==> config.mk <==
export PLATFORM = sky130hd
export DESIGN_NAME = spi_rx_master_flat
export DESIGN_NICKNAME = d
export VERILOG_FILES = /design/src/rtl/spi_rx_master_if.sv /design/src/rtl/spi_rx_master.sv /design/src/flat_wrapper.sv
export SDC_FILE = /design/constraint.sdc
export NUM_CORES = 1
export LEC_CHECK = 0
export BUFFER_PORTS_ARGS = -buffer_cell sky130_fd_sc_hd__buf_4
export CAP_MARGIN = 0
export CORE_MARGIN = 4
export CORE_UTILIZATION = 52
export DETAILED_ROUTE_END_ITERATION = 10
export PLACE_DENSITY_LB_ADDON = 0.15
export REMOVE_ABC_BUFFERS = 1
export SLEW_MARGIN = 20
export SYNTH_ARGS = -nofsm -noshare
export SYNTH_HDL_FRONTEND = slang
export SYNTH_SLANG_ARGS = --single-unit
==> constraint.sdc <==
create_clock -name clk -period 1.7 [get_ports clk]
set_input_delay 0.34 -clock clk [delete_from_list [all_inputs] [get_ports clk]]
set_output_delay 0.34 -clock clk [all_outputs]
set_load 0.01 [all_outputs]
==> src/rtl/spi_rx_master_if.sv <==
// Signal bundle between the SPI receive master and its consumer/sensor side.
// The master modport is the controller's view; slave is the consumer plus sensor view.
interface spi_rx_master_if;
   logic        spi_ena;
   logic        miso;
   logic        sclk;
   logic        cs_n;
   logic        spi_not_busy;
   logic [31:0] spi_rx_data;
   logic        rx_valid;
   logic        frame_fault;

   modport master (
      input  spi_ena, miso,
      output sclk, cs_n, spi_not_busy, spi_rx_data, rx_valid, frame_fault
   );

   modport slave (
      output spi_ena, miso,
      input  sclk, cs_n, spi_not_busy, spi_rx_data, rx_valid, frame_fault
   );
endinterface

==> src/rtl/spi_rx_master.sv <==
// Mode-0 SPI master that reads one 32-bit MSB-first frame per request.
// Optional open-wire detection is built only when SPI_FAULT_DETECT_EN is defined.
module spi_rx_master #(
   parameter int CLK_DIV  = 4,
   parameter int HOLD_CYC = 4
) (
   input  logic            clk,
   input  logic            rst,
   spi_rx_master_if.master bus
);
   localparam int CW = (CLK_DIV > 1) ? $clog2(CLK_DIV) : 1;
   localparam int HW = (HOLD_CYC > 1) ? $clog2(HOLD_CYC) : 1;
   localparam logic [CW-1:0] HALF_LAST = CW'(CLK_DIV - 1);
   localparam logic [HW-1:0] HOLD_LAST = HW'(HOLD_CYC - 1);
   localparam logic [6:0]    LAST_EDGE = 7'd64;

   typedef enum logic [1:0] {IDLE, SETUP, SHIFT, HOLD} state_t;

   state_t      state_q, state_d;
   logic [CW-1:0] half_q, half_d;
   logic [HW-1:0] hold_q, hold_d;
   logic [6:0]  edge_q, edge_d;
   logic        sclk_q, sclk_d;
   logic        cs_n_q, cs_n_d;
   logic [31:0] shift_q, shift_d;
   logic [31:0] rx_data_q, rx_data_d;
   logic        rx_valid_q, rx_valid_d;
   logic        frame_done;

   always_ff @(posedge clk or negedge rst) begin
      if (!rst) begin
         state_q    <= IDLE;
         half_q     <= '0;
         hold_q     <= '0;
         edge_q     <= '0;
         sclk_q     <= 1'b0;
         cs_n_q     <= 1'b1;
         shift_q    <= '0;
         rx_data_q  <= '0;
         rx_valid_q <= 1'b0;
      end else begin
         state_q    <= state_d;
         half_q     <= half_d;
         hold_q     <= hold_d;
         edge_q     <= edge_d;
         sclk_q     <= sclk_d;
         cs_n_q     <= cs_n_d;
         shift_q    <= shift_d;
         rx_data_q  <= rx_data_d;
         rx_valid_q <= rx_valid_d;
      end
   end

   always_comb begin
      state_d    = state_q;
      half_d     = half_q;
      hold_d     = hold_q;
      edge_d     = edge_q;
      sclk_d     = sclk_q;
      cs_n_d     = cs_n_q;
      shift_d    = shift_q;
      rx_data_d  = rx_data_q;
      rx_valid_d = 1'b0;
      frame_done = 1'b0;

      case (state_q)
         IDLE: begin
            sclk_d = 1'b0;
            cs_n_d = 1'b1;
            half_d = '0;
            if (bus.spi_ena) begin
               state_d = SETUP;
               cs_n_d  = 1'b0;
               edge_d  = '0;
               shift_d = '0;
            end
         end
         SETUP: begin
            // The entry into SHIFT is itself the first rising sclk edge.
            if (half_q == HALF_LAST) begin
               state_d = SHIFT;
               half_d  = '0;
               sclk_d  = 1'b1;
               edge_d  = 7'd1;
               shift_d = {shift_q[30:0], bus.miso};
            end else begin
               half_d = half_q + 1'b1;
            end
         end
         SHIFT: begin
            if (half_q == HALF_LAST) begin
               half_d = '0;
               if (edge_q == LAST_EDGE) begin
                  // sclk has been low a full half-period; release cs_n and publish.
                  state_d    = HOLD;
                  cs_n_d     = 1'b1;
                  hold_d     = '0;
                  rx_data_d  = shift_q;
                  rx_valid_d = 1'b1;
                  frame_done = 1'b1;
               end else begin
                  sclk_d = ~sclk_q;
                  edge_d = edge_q + 7'd1;
                  if (!sclk_q) begin
                     shift_d = {shift_q[30:0], bus.miso};
                  end
               end
            end else begin
               half_d = half_q + 1'b1;
            end
         end
         HOLD: begin
            sclk_d = 1'b0;
            cs_n_d = 1'b1;
            if (hold_q == HOLD_LAST) begin
               hold_d = '0;
               half_d = '0;
               // A still-asserted request chains straight into the next frame.
               if (bus.spi_ena) begin
                  state_d = SETUP;
                  cs_n_d  = 1'b0;
                  edge_d  = '0;
                  shift_d = '0;
               end else begin
                  state_d = IDLE;
               end
            end else begin
               hold_d = hold_q + 1'b1;
            end
         end
         default: begin
            state_d = IDLE;
            cs_n_d  = 1'b1;
            sclk_d  = 1'b0;
         end
      endcase
   end

`ifdef SPI_FAULT_DETECT_EN
   logic fault_q, fault_d;

   always_comb begin
      fault_d = fault_q;
      if (frame_done) begin
         fault_d = (shift_q == 32'h0000_0000) || (shift_q == 32'hFFFF_FFFF);
      end
   end

   always_ff @(posedge clk or negedge rst) begin
      if (!rst) begin
         fault_q <= 1'b0;
      end else begin
         fault_q <= fault_d;
      end
   end

   assign bus.frame_fault = fault_q;
`else
   assign bus.frame_fault = 1'b0;
`endif

   assign bus.sclk         = sclk_q;
   assign bus.cs_n         = cs_n_q;
   assign bus.spi_not_busy = (state_q == IDLE);
   assign bus.spi_rx_data  = rx_data_q;
   assign bus.rx_valid     = rx_valid_q;
endmodule
==> src/flat_wrapper.sv <==
// flat-port wrapper written by rule: the top's interface ports become plain ports
module spi_rx_master_flat 
#(
   parameter int CLK_DIV  = 4,
   parameter int HOLD_CYC = 4
)
  (clk, rst, bus_spi_ena, bus_miso, bus_sclk, bus_cs_n, bus_spi_not_busy, bus_spi_rx_data, bus_rx_valid, bus_frame_fault);
  spi_rx_master_if bus_i ();
  input  logic clk;
  input  logic rst;
  input wire logic [$bits(bus_i.spi_ena)-1:0] bus_spi_ena;
  input wire logic [$bits(bus_i.miso)-1:0] bus_miso;
  output wire logic [$bits(bus_i.sclk)-1:0] bus_sclk;
  output wire logic [$bits(bus_i.cs_n)-1:0] bus_cs_n;
  output wire logic [$bits(bus_i.spi_not_busy)-1:0] bus_spi_not_busy;
  output wire logic [$bits(bus_i.spi_rx_data)-1:0] bus_spi_rx_data;
  output wire logic [$bits(bus_i.rx_valid)-1:0] bus_rx_valid;
  output wire logic [$bits(bus_i.frame_fault)-1:0] bus_frame_fault;
  assign bus_i.spi_ena = bus_spi_ena;
  assign bus_i.miso = bus_miso;
  assign bus_sclk = bus_i.sclk;
  assign bus_cs_n = bus_i.cs_n;
  assign bus_spi_not_busy = bus_i.spi_not_busy;
  assign bus_spi_rx_data = bus_i.spi_rx_data;
  assign bus_rx_valid = bus_i.rx_valid;
  assign bus_frame_fault = bus_i.frame_fault;
  spi_rx_master #(.CLK_DIV(CLK_DIV), .HOLD_CYC(HOLD_CYC)) u_core (.clk(clk), .rst(rst), .bus(bus_i));
endmodule
## Yosys cells after proc, flatten, opt, wreduce, memory -nomap -nowiden

Cells that the tools add are included.

- Bits in registers: 80
- Bits of input ports: 4
- Output and inout port bits: 37
- Logic and storage cells: 77

- Add/subtract/negate cells: 3
- Equality and inequality tests: 13
- Mux-type cells: 39
- Bitwise operators: 1
- Reductions and logical operators: 12

Operators by type and width:

| cell | number |
|---|---|
| $mux W32 | 6 |
| $pmux W32 S4 | 1 |
| $mux W7 | 5 |
| $pmux W7 S4 | 1 |
| $mux W2 | 10 |
| $reduce_and A3 Y1 | 4 |
| $mux W1 | 11 |
| $reduce_and A5 Y1 | 2 |
| $eq A2 B2 Y1 const B | 4 |
| $ne A2 B1 Y1 const B | 4 |
| $pmux W2 S4 | 1 |
| $add A7 B1 Y7 const B | 1 |
| $eq A7 B7 Y1 const B | 1 |
| $ne A2 B2 Y1 const B | 3 |
| $pmux W1 S3 | 2 |
| $pmux W2 S3 | 1 |
| $add A2 B1 Y2 const B | 2 |
| $pmux W2 S2 | 1 |
| $reduce_and A4 Y1 | 1 |
| $reduce_or A2 Y1 | 2 |
| $reduce_bool A3 Y1 | 1 |
| $eq A2 B1 Y1 const B | 1 |
| $logic_not A2 Y1 | 1 |
| $reduce_bool A2 Y1 | 1 |
| $not A1 Y1 | 1 |

## Logic depth before layout (Yosys ltp)

Gate-level depths: netlist of run 1.

- Depth after elaboration: 4
- Depth in mapped cells: 8
- Gate-level depth less buffers: 7

## Worst setup path after synthesis of run 1

Ideal clock, no wire load.

- Kind: register to register
- Start: register u_core.state_q[0]
- End: register u_core.edge_q[0]
- Library setup time: 0.079 ns
- Data arrival time: 1.734 ns
- Data required time: 1.621 ns
- Setup slack: -0.113 ns
- Cell stages (with the launch flop): 8
- Path buffers: 1
- Period minus slack after synthesis: 1.813 ns
- Cells stage by stage: dfrtp_1 -> inv_1 -> ha_1 -> clkbuf_1 -> nor3_1 -> a31o_2 -> nor2_1 -> mux2i_1

- Longest elaborated chain between the ends: 3
- Elaborated cells between the ends (all ways): 10
- Those cells by class: 7 x eq/ne; 1 x mux; 2 x reduce/logical

Ends and longest elaborated chain:

| element | RTL line | text |
|---|---|---|
| from (decl) | spi_rx_master.sv:19 | `state_t state_q, state_d;` |
| from (signal assigned) | spi_rx_master.sv:42 | `state_q <= state_d;` |
| $eq A2 B2 Y1 / $eq A2 B1 Y1 (equally long branches) | spi_rx_master.sv:66 | `case (state_q)` |
| $ne A2 B2 Y1 (no line) / $ne A2 B1 Y1 (equally long branches) | - |  |
| $reduce_and A4 Y1 (no line) | - |  |
| to (signal assigned) | spi_rx_master.sv:45 | `edge_q <= edge_d;` |
| to (decl) | spi_rx_master.sv:22 | `logic [6:0] edge_q, edge_d;` |

Parallel ways exist; a longest one is shown, timed or not.
A chain may end at the register's enable or synchronous reset.

## Worst setup path after layout of run 1

- Start: register u_core.state_q[0]
- End: register u_core.shift_q[26]

- Longest elaborated chain between the ends: 3
- Elaborated cells between the ends (all ways): 11
- Those cells by class: 8 x eq/ne; 1 x mux; 2 x reduce/logical

Ends and longest elaborated chain:

| element | RTL line | text |
|---|---|---|
| $eq A2 B2 Y1 / $eq A2 B1 Y1 (equally long branches) | spi_rx_master.sv:66 |  |
| $ne A2 B2 Y1 (no line) / $ne A2 B1 Y1 (equally long branches) | - |  |
| $reduce_and A5 Y1 (no line) | - |  |
| to (signal assigned) | spi_rx_master.sv:48 | `shift_q <= shift_d;` |
| to (decl) | spi_rx_master.sv:25 | `logic [31:0] shift_q, shift_d;` |

Parallel ways exist; a longest one is shown, timed or not.

==> reports/metrics.cfg, run 1 <==
[worst_setup_path]
worst-path-max-fanout = 7
path_class = register to register
crit_buf_inv = 4
cp.required_ps = 1960
cp.arrival_ps = 2110
slowest_stage = dfrtp_1
startpoint_type = register
crit_path_cell_trace = inv_2 > ha_4 > buf_4 > o221a_4 > o21ai_4 > buf_6 > clkbuf_16 > o2bb2ai_1
crit_family = buffers and inverters
max_stage_delay_ps = 420
end_kind = register

[cells_and_area]
nets = 452
design_area_um2 = 5320
area_delta_synth_final_pct = 50.5
fin_util_pct = 82.3
insertedDiodeCount = 0
drive_above_1_share_pct = 46.2

[cts]
clk_latency_ps = 350
cts_max_level = 3
clk_pin_slew_worst_paths_ps = 80
cts_tree = built
clock-sinks = 80
cts_root_buf = clkbuf_8
cts.path.max_buffers = 2
cts-buffers-inserted = 9

[power]
p_comb_share_pct = 55.0
ir_worst_vdd_v = 0.000943
p_leak_uw = 0.00253
p_int_uw = 5160
switchingPower_uw = 3450
p_clk_share_pct = 17.9
sw_frac_of_total_pct = 40.0
powerDensity_nw_per_um2 = 1620
seq_power_share_pct = 27.1

[synthesis]
yosys.cell_types.count = 41
ys_warn_count = 0
synth_area_leaders = dfrtp_1 56%, nand2_1 11%, o2bb2ai_1 7.9%, nand3_1 5.1%, ha_1 3.2%
post-synth-top-area-fraction_pct = 56.0
synthesis.instances = 349
ys_seq_area_share_pct = 56.7
synth.avg_cell_area_um2 = 10.1
synthFlopType = dfrtp_1
syn_area_um2 = 3530
netlist_top_cells_count = 104 x nand2_1, 79 x dfrtp_1, 36 x nand3_1, 32 x o2bb2ai_1, 11 x clkbuf_1
synth_seq_cells = 80
yosys.cell_count.top_type = nand2_1
synth_enable_flop_cells = 0
synth_top_cell_by_area = dfrtp_1
synthArstFlopShare_pct = 100

[timing]
drv_slew = 0
grt_setup_unrepaired = true
fin_ws_ps = -145
setup_viol = 72
min_period_ps = 1840
hold_viol = 0
fin_worst_skew_ps = 5.60
hold-worst-slack_ps = 294
tns_ps = -4590
fmax_ghz = 0.542
finalCritPeriodShare_pct = 109

[routing]
top_layer = met4
dr.pass1.iters = 4
wl_met2_um = 5120
met3_length_um = 546
ant_nets = 0
num_vias = 3157
dr.first_iter.drc_count = 220
drc = 0
met1_length_um = 4480
wl_per_cell_um = 20.0
drt_wl_total_um = 10400
avgViaCountPerCell = 6.06

[die]
die_area_um2 = 8170
coreArea_um2 = 6460
initial_core_util_pct = 54.7
die-height_um = 90.4
die_x_um = 90.4
fp-row-count = 29
ioPinCount = 41

[global_route]
grt_max_degree = 31
grt_pass1_wl_um = 14300
grt_pass1_vias = 2963
antenna_found_initial = 0
grt.total_usage_pct = 21.6
overflow = 0

[place]
numPortBuffers = 39
hpwl_um = 5030
pre_cts_slack_ps = -172
gp_congestion = 0.812
placed_area_um2 = 4190

[run_status]
violations = negative setup slack
status = finished, violations left

[run]
cap_violations = 0

[hold_path]
hp-class = primary input to register

==> routing by layer <==
layer  global-route usage, %  vias to the layer above
met3                    4.83                       30
li1                        -                     1403
met4                    7.78                        0
met2                    32.6                      133
met5                       0                        -
met1                    30.6                     1591
==> power groups by stage <==
stage / clock [uW] / combinational, uW / sequential, uW
floorplan: 0 / 1530 / 2330
global placement: 0 / 2900 / 2310
detailed placement: 0 / 2970 / 2320
CTS: 1550 / 3910 / 2290
global route: 1650 / 4980 / 2350
finish: 1540 / 4740 / 2330
==> what timing repair did <==
action,CTS,global route
resized for setup,39,87
hold endpoints to repair,27,0
setup buffers,10,3
hold buffers,1,0
endpoints found under the setup margin,77,70
cloned,2,7
pin swaps,5,31
==> registers in the layout, indices dropped and copies added, names as in the netlist <==
signal / count
u_core.bus.cs_n: 1
u_core.bus.rx_valid: 1
u_core.bus.sclk: 1
u_core.bus.spi_rx_data: 32
u_core.edge_q: 7
u_core.half_q: 2
u_core.hold_q: 2
u_core.shift_q: 32
u_core.state_q: 2
==> final timing paths <==
path,from,endpoint,slack (ps),cells past startpoint
setup reg to reg,u_core.state_q[0]$_DFFE_PN0P_,u_core.shift_q[26]$_DFFE_PN0P_,-140,8
max in group asynchronous,rst,u_core.bus.spi_rx_data[27]$_DFFE_PN0P_,750,3
setup / recovery,u_core.state_q[0]$_DFFE_PN0P_,u_core.shift_q[26]$_DFFE_PN0P_,-140,8
hold reg to reg,u_core.bus.spi_rx_data[22]$_DFFE_PN0P_,u_core.bus.spi_rx_data[22]$_DFFE_PN0P_,480,2
hold / removal,bus_miso,u_core.shift_q[0]$_DFFE_PN0P_,290,3
min in group asynchronous,rst,u_core.edge_q[5]$_DFFE_PN0P_,470,2
==> cell usage in the layout (no fill, tap or decap), types with 3 or more instances in the layout <==
cell type and n:
a21oi_1 6, a31o_2 3, buf_12 11, buf_4 70
buf_6 9, clkbuf_16 7, clkbuf_8 9, dfrtp_1 79
ha_1 3, ha_4 4, inv_2 5, nand2_1 74
nand2_2 23, nand2_4 7, nand3_1 35, nor2_1 4
o21a_1 4, o2bb2ai_1 7, o2bb2ai_2 21, o2bb2ai_4 4
==> per-stage QoR <==
step,total power (uW),cells
2_1_floorplan,3870,327
3_3_place_gp,5210,483
3_5_place_dp,5300,483
4_1_cts,7750,511
5_1_grt,8980,521
6_report,8610,521
==> final cells by class <==
type	instances	area, um2
repair buffers	101	1100
fillers	334	1140
well taps	77	96.3
inverters	8	35.0
clock buffers	11	131
multi-input cells	239	1870
flip-flops and latches	80	2000
clock inverters	5	81.3
==> logic make-up after synthesis <==
logic type      share of synthesized area (%)
buf+inv                                  3.93
flops                                    56.7
simple gates                             19.7
mux                                     0.602
compound gates                           15.7
other cells                             0.106
fa+ha+maj                                3.19
==> tightest hold or removal path, stage by stage <==
cell,delay (ps)
buf_4,110
nand3_1,90
o2bb2ai_2,60
Power figures use the tool's default switching activity.
==> run 2, diff against run 1 <==
--- a/config.mk
+++ b/config.mk
@@ -10,6 +10,7 @@
 export CORE_MARGIN = 4
 export CORE_UTILIZATION = 52
 export DETAILED_ROUTE_END_ITERATION = 10
+export GPL_TIMING_DRIVEN = 0
 export PLACE_DENSITY_LB_ADDON = 0.15
 export REMOVE_ABC_BUFFERS = 1
 export SLEW_MARGIN = 20
==> run 2 against run 1 <==
  * Clock power down 14%
  * Highest routed layer unchanged
  * Combinational power is 11% higher
  * Utilization down 1.8 points
  * Critical path type unchanged
  * The flow still finishes with violations (negative setup slack)
==> reports/metrics.cfg, run 2 (synthesis results as in run 1) <==
[timing]
min_period_ps = 1890
fin_worst_skew_ps = 12.7
drv_slew = 0
hold-worst-slack_ps = 129
fmax_ghz = 0.529
grt_setup_unrepaired = true
hold_viol = 0
maxSlewHeadroom_pct = 34.8
fin_ws_ps = -192
finalCritPeriodShare_pct = 111
setup_viol = 42
tightest_slew_ps = 979

[routing]
wl_per_cell_um = 22.5
avgViaCountPerCell = 6.27
dr.pass1.iters = 5
drc = 0
num_vias = 3258
ant_nets = 0
drt_wl_total_um = 11700
dr.first_iter.drc_count = 346

[cells_and_area]
insertedDiodeCount = 0
final_common_cell = nand2_1
drive_above_1_share_pct = 46.5
area_delta_synth_final_pct = 47.3
most-common-layout-cells = 88 x nand2_1, 74 x dfrtp_1, 70 x buf_4
regArea_um2 = 2010
nFillCells = 368
nets = 451
multi_input_area_um2 = 1950

[place]
hpwl_um = 4230
gp_congestion = 0.833
numPortBuffers = 39

[die]
fp-row-count = 29
initial_core_util_pct = 54.7
ioPinCount = 41
die_x_um = 90.4
coreArea_um2 = 6460
die-height_um = 90.4
die_area_um2 = 8170

[global_route]
grt_pass1_vias = 3087
grt_pass1_wl_um = 16200
grt_max_degree = 81
grt.total_usage_pct = 25.2
antenna_found_initial = 0
overflow = 0

[cts]
cts_root_buf = clkbuf_8
clk_latency_ps = 360
cts-buffers-inserted = 9
cts_tree = built
cts_max_level = 3
cts.path.max_buffers = 2
clk_pin_slew_worst_paths_ps = 90
clock-sinks = 80

[worst_setup_path]
worst-path-max-fanout = 8
end_kind = register
path_class = register to register
startpoint_type = register
cp.arrival_ps = 2140
cp.required_ps = 1950

[power]
ir_worst_vdd_v = 0.000941
p_leak_uw = 0.00246
powerDensity_nw_per_um2 = 1730
power.total_uw = 8980

[hold_path]
hp-class = primary input to asynchronous set/reset pin

[run_status]
violations = negative setup slack
status = finished, violations left

[run]
cap_violations = 0

run 2: final timing paths:
| path | depth (start not counted) | startpoint | to | slack [ps] |
|---|---|---|---|---|
| max in group asynchronous | 1 | rst | u_core.edge_q[5]$_DFFE_PN0P_ | 880 |
| hold / removal | 1 | rst | u_core.state_q[0]$_DFFE_PN0P_ | 130 |
| setup reg to reg | 8 | u_core.edge_q[0]$_DFFE_PN0P_ | u_core.shift_q[16]$_DFFE_PN0P_ | -190 |
| min in group clk | 3 | bus_miso | u_core.shift_q[0]$_DFFE_PN0P_ | 290 |
| hold reg to reg | 2 | u_core.bus.spi_rx_data[3]$_DFFE_PN0P_ | u_core.bus.spi_rx_data[3]$_DFFE_PN0P_ | 480 |
| setup / recovery | 8 | u_core.edge_q[0]$_DFFE_PN0P_ | u_core.shift_q[16]$_DFFE_PN0P_ | -190 |
run 2: final cells by class:
cell class,count,area share (%)
sequential,80,38.6
multi-input combinational,245,37.5
timing repair buffer,93,17.4
clock buffer,10,2.65
tap,77,1.85
inverter,8,0.938
clock inverter,6,0.818
timing repair inverter,1,0.168
run 2: routing by layer:
layer / vias up / wire length (um) / GRT usage [%]
met5: - / 0 / 0
met4: 0 / 447 / 12.1
met3: 50 / 993 / 5.75
met2: 180 / 5600 / 40.0
met1: 1622 / 4660 / 32.8
li1: 1406 / - / -
run 2: where the power goes:
part	internal (uW)	total (uW)	leakage [uW]	switching, uW
registers	2130	2400	0.00109	273
logic	2270	5260	0.00128	2990
clock network	573	1320	0.0000887	747
run 2: metrics by stage:
stage / util (%) / instances / setup WS (ps) / setup TNS [ps] / instance area [um2]
after floorplan: - / 327 / -951 / -52380 / 3420
after global placement: 59.0 / 443 / -1830 / -114680 / 3810
after detailed placement: 59.3 / 443 / -1590 / -96090 / 3830
after CTS: 73.2 / 509 / -58.1 / -431 / 4730
after global routing: 80.6 / 520 / -208 / -6670 / 5200
final: 80.6 / 520 / -192 / -5720 / 5200
run 2: what timing repair did:
item                       in CTS  in global routing
pin swaps                      42                 11
setup buffers                  44                  9
cloned                          6                  3
resized for setup              60                 62
hold buffers                    0                  0
setup endpoints to repair      79                 77
run 2: worst max-delay path, stage by stage (launching register included):
cell	delay, ps
dfrtp_1	410
inv_2	80
ha_4	170
nor2b_4	150
buf_6	140
a21oi_4	350
o21ai_4	150
clkbuf_16	200
o2bb2ai_2	120
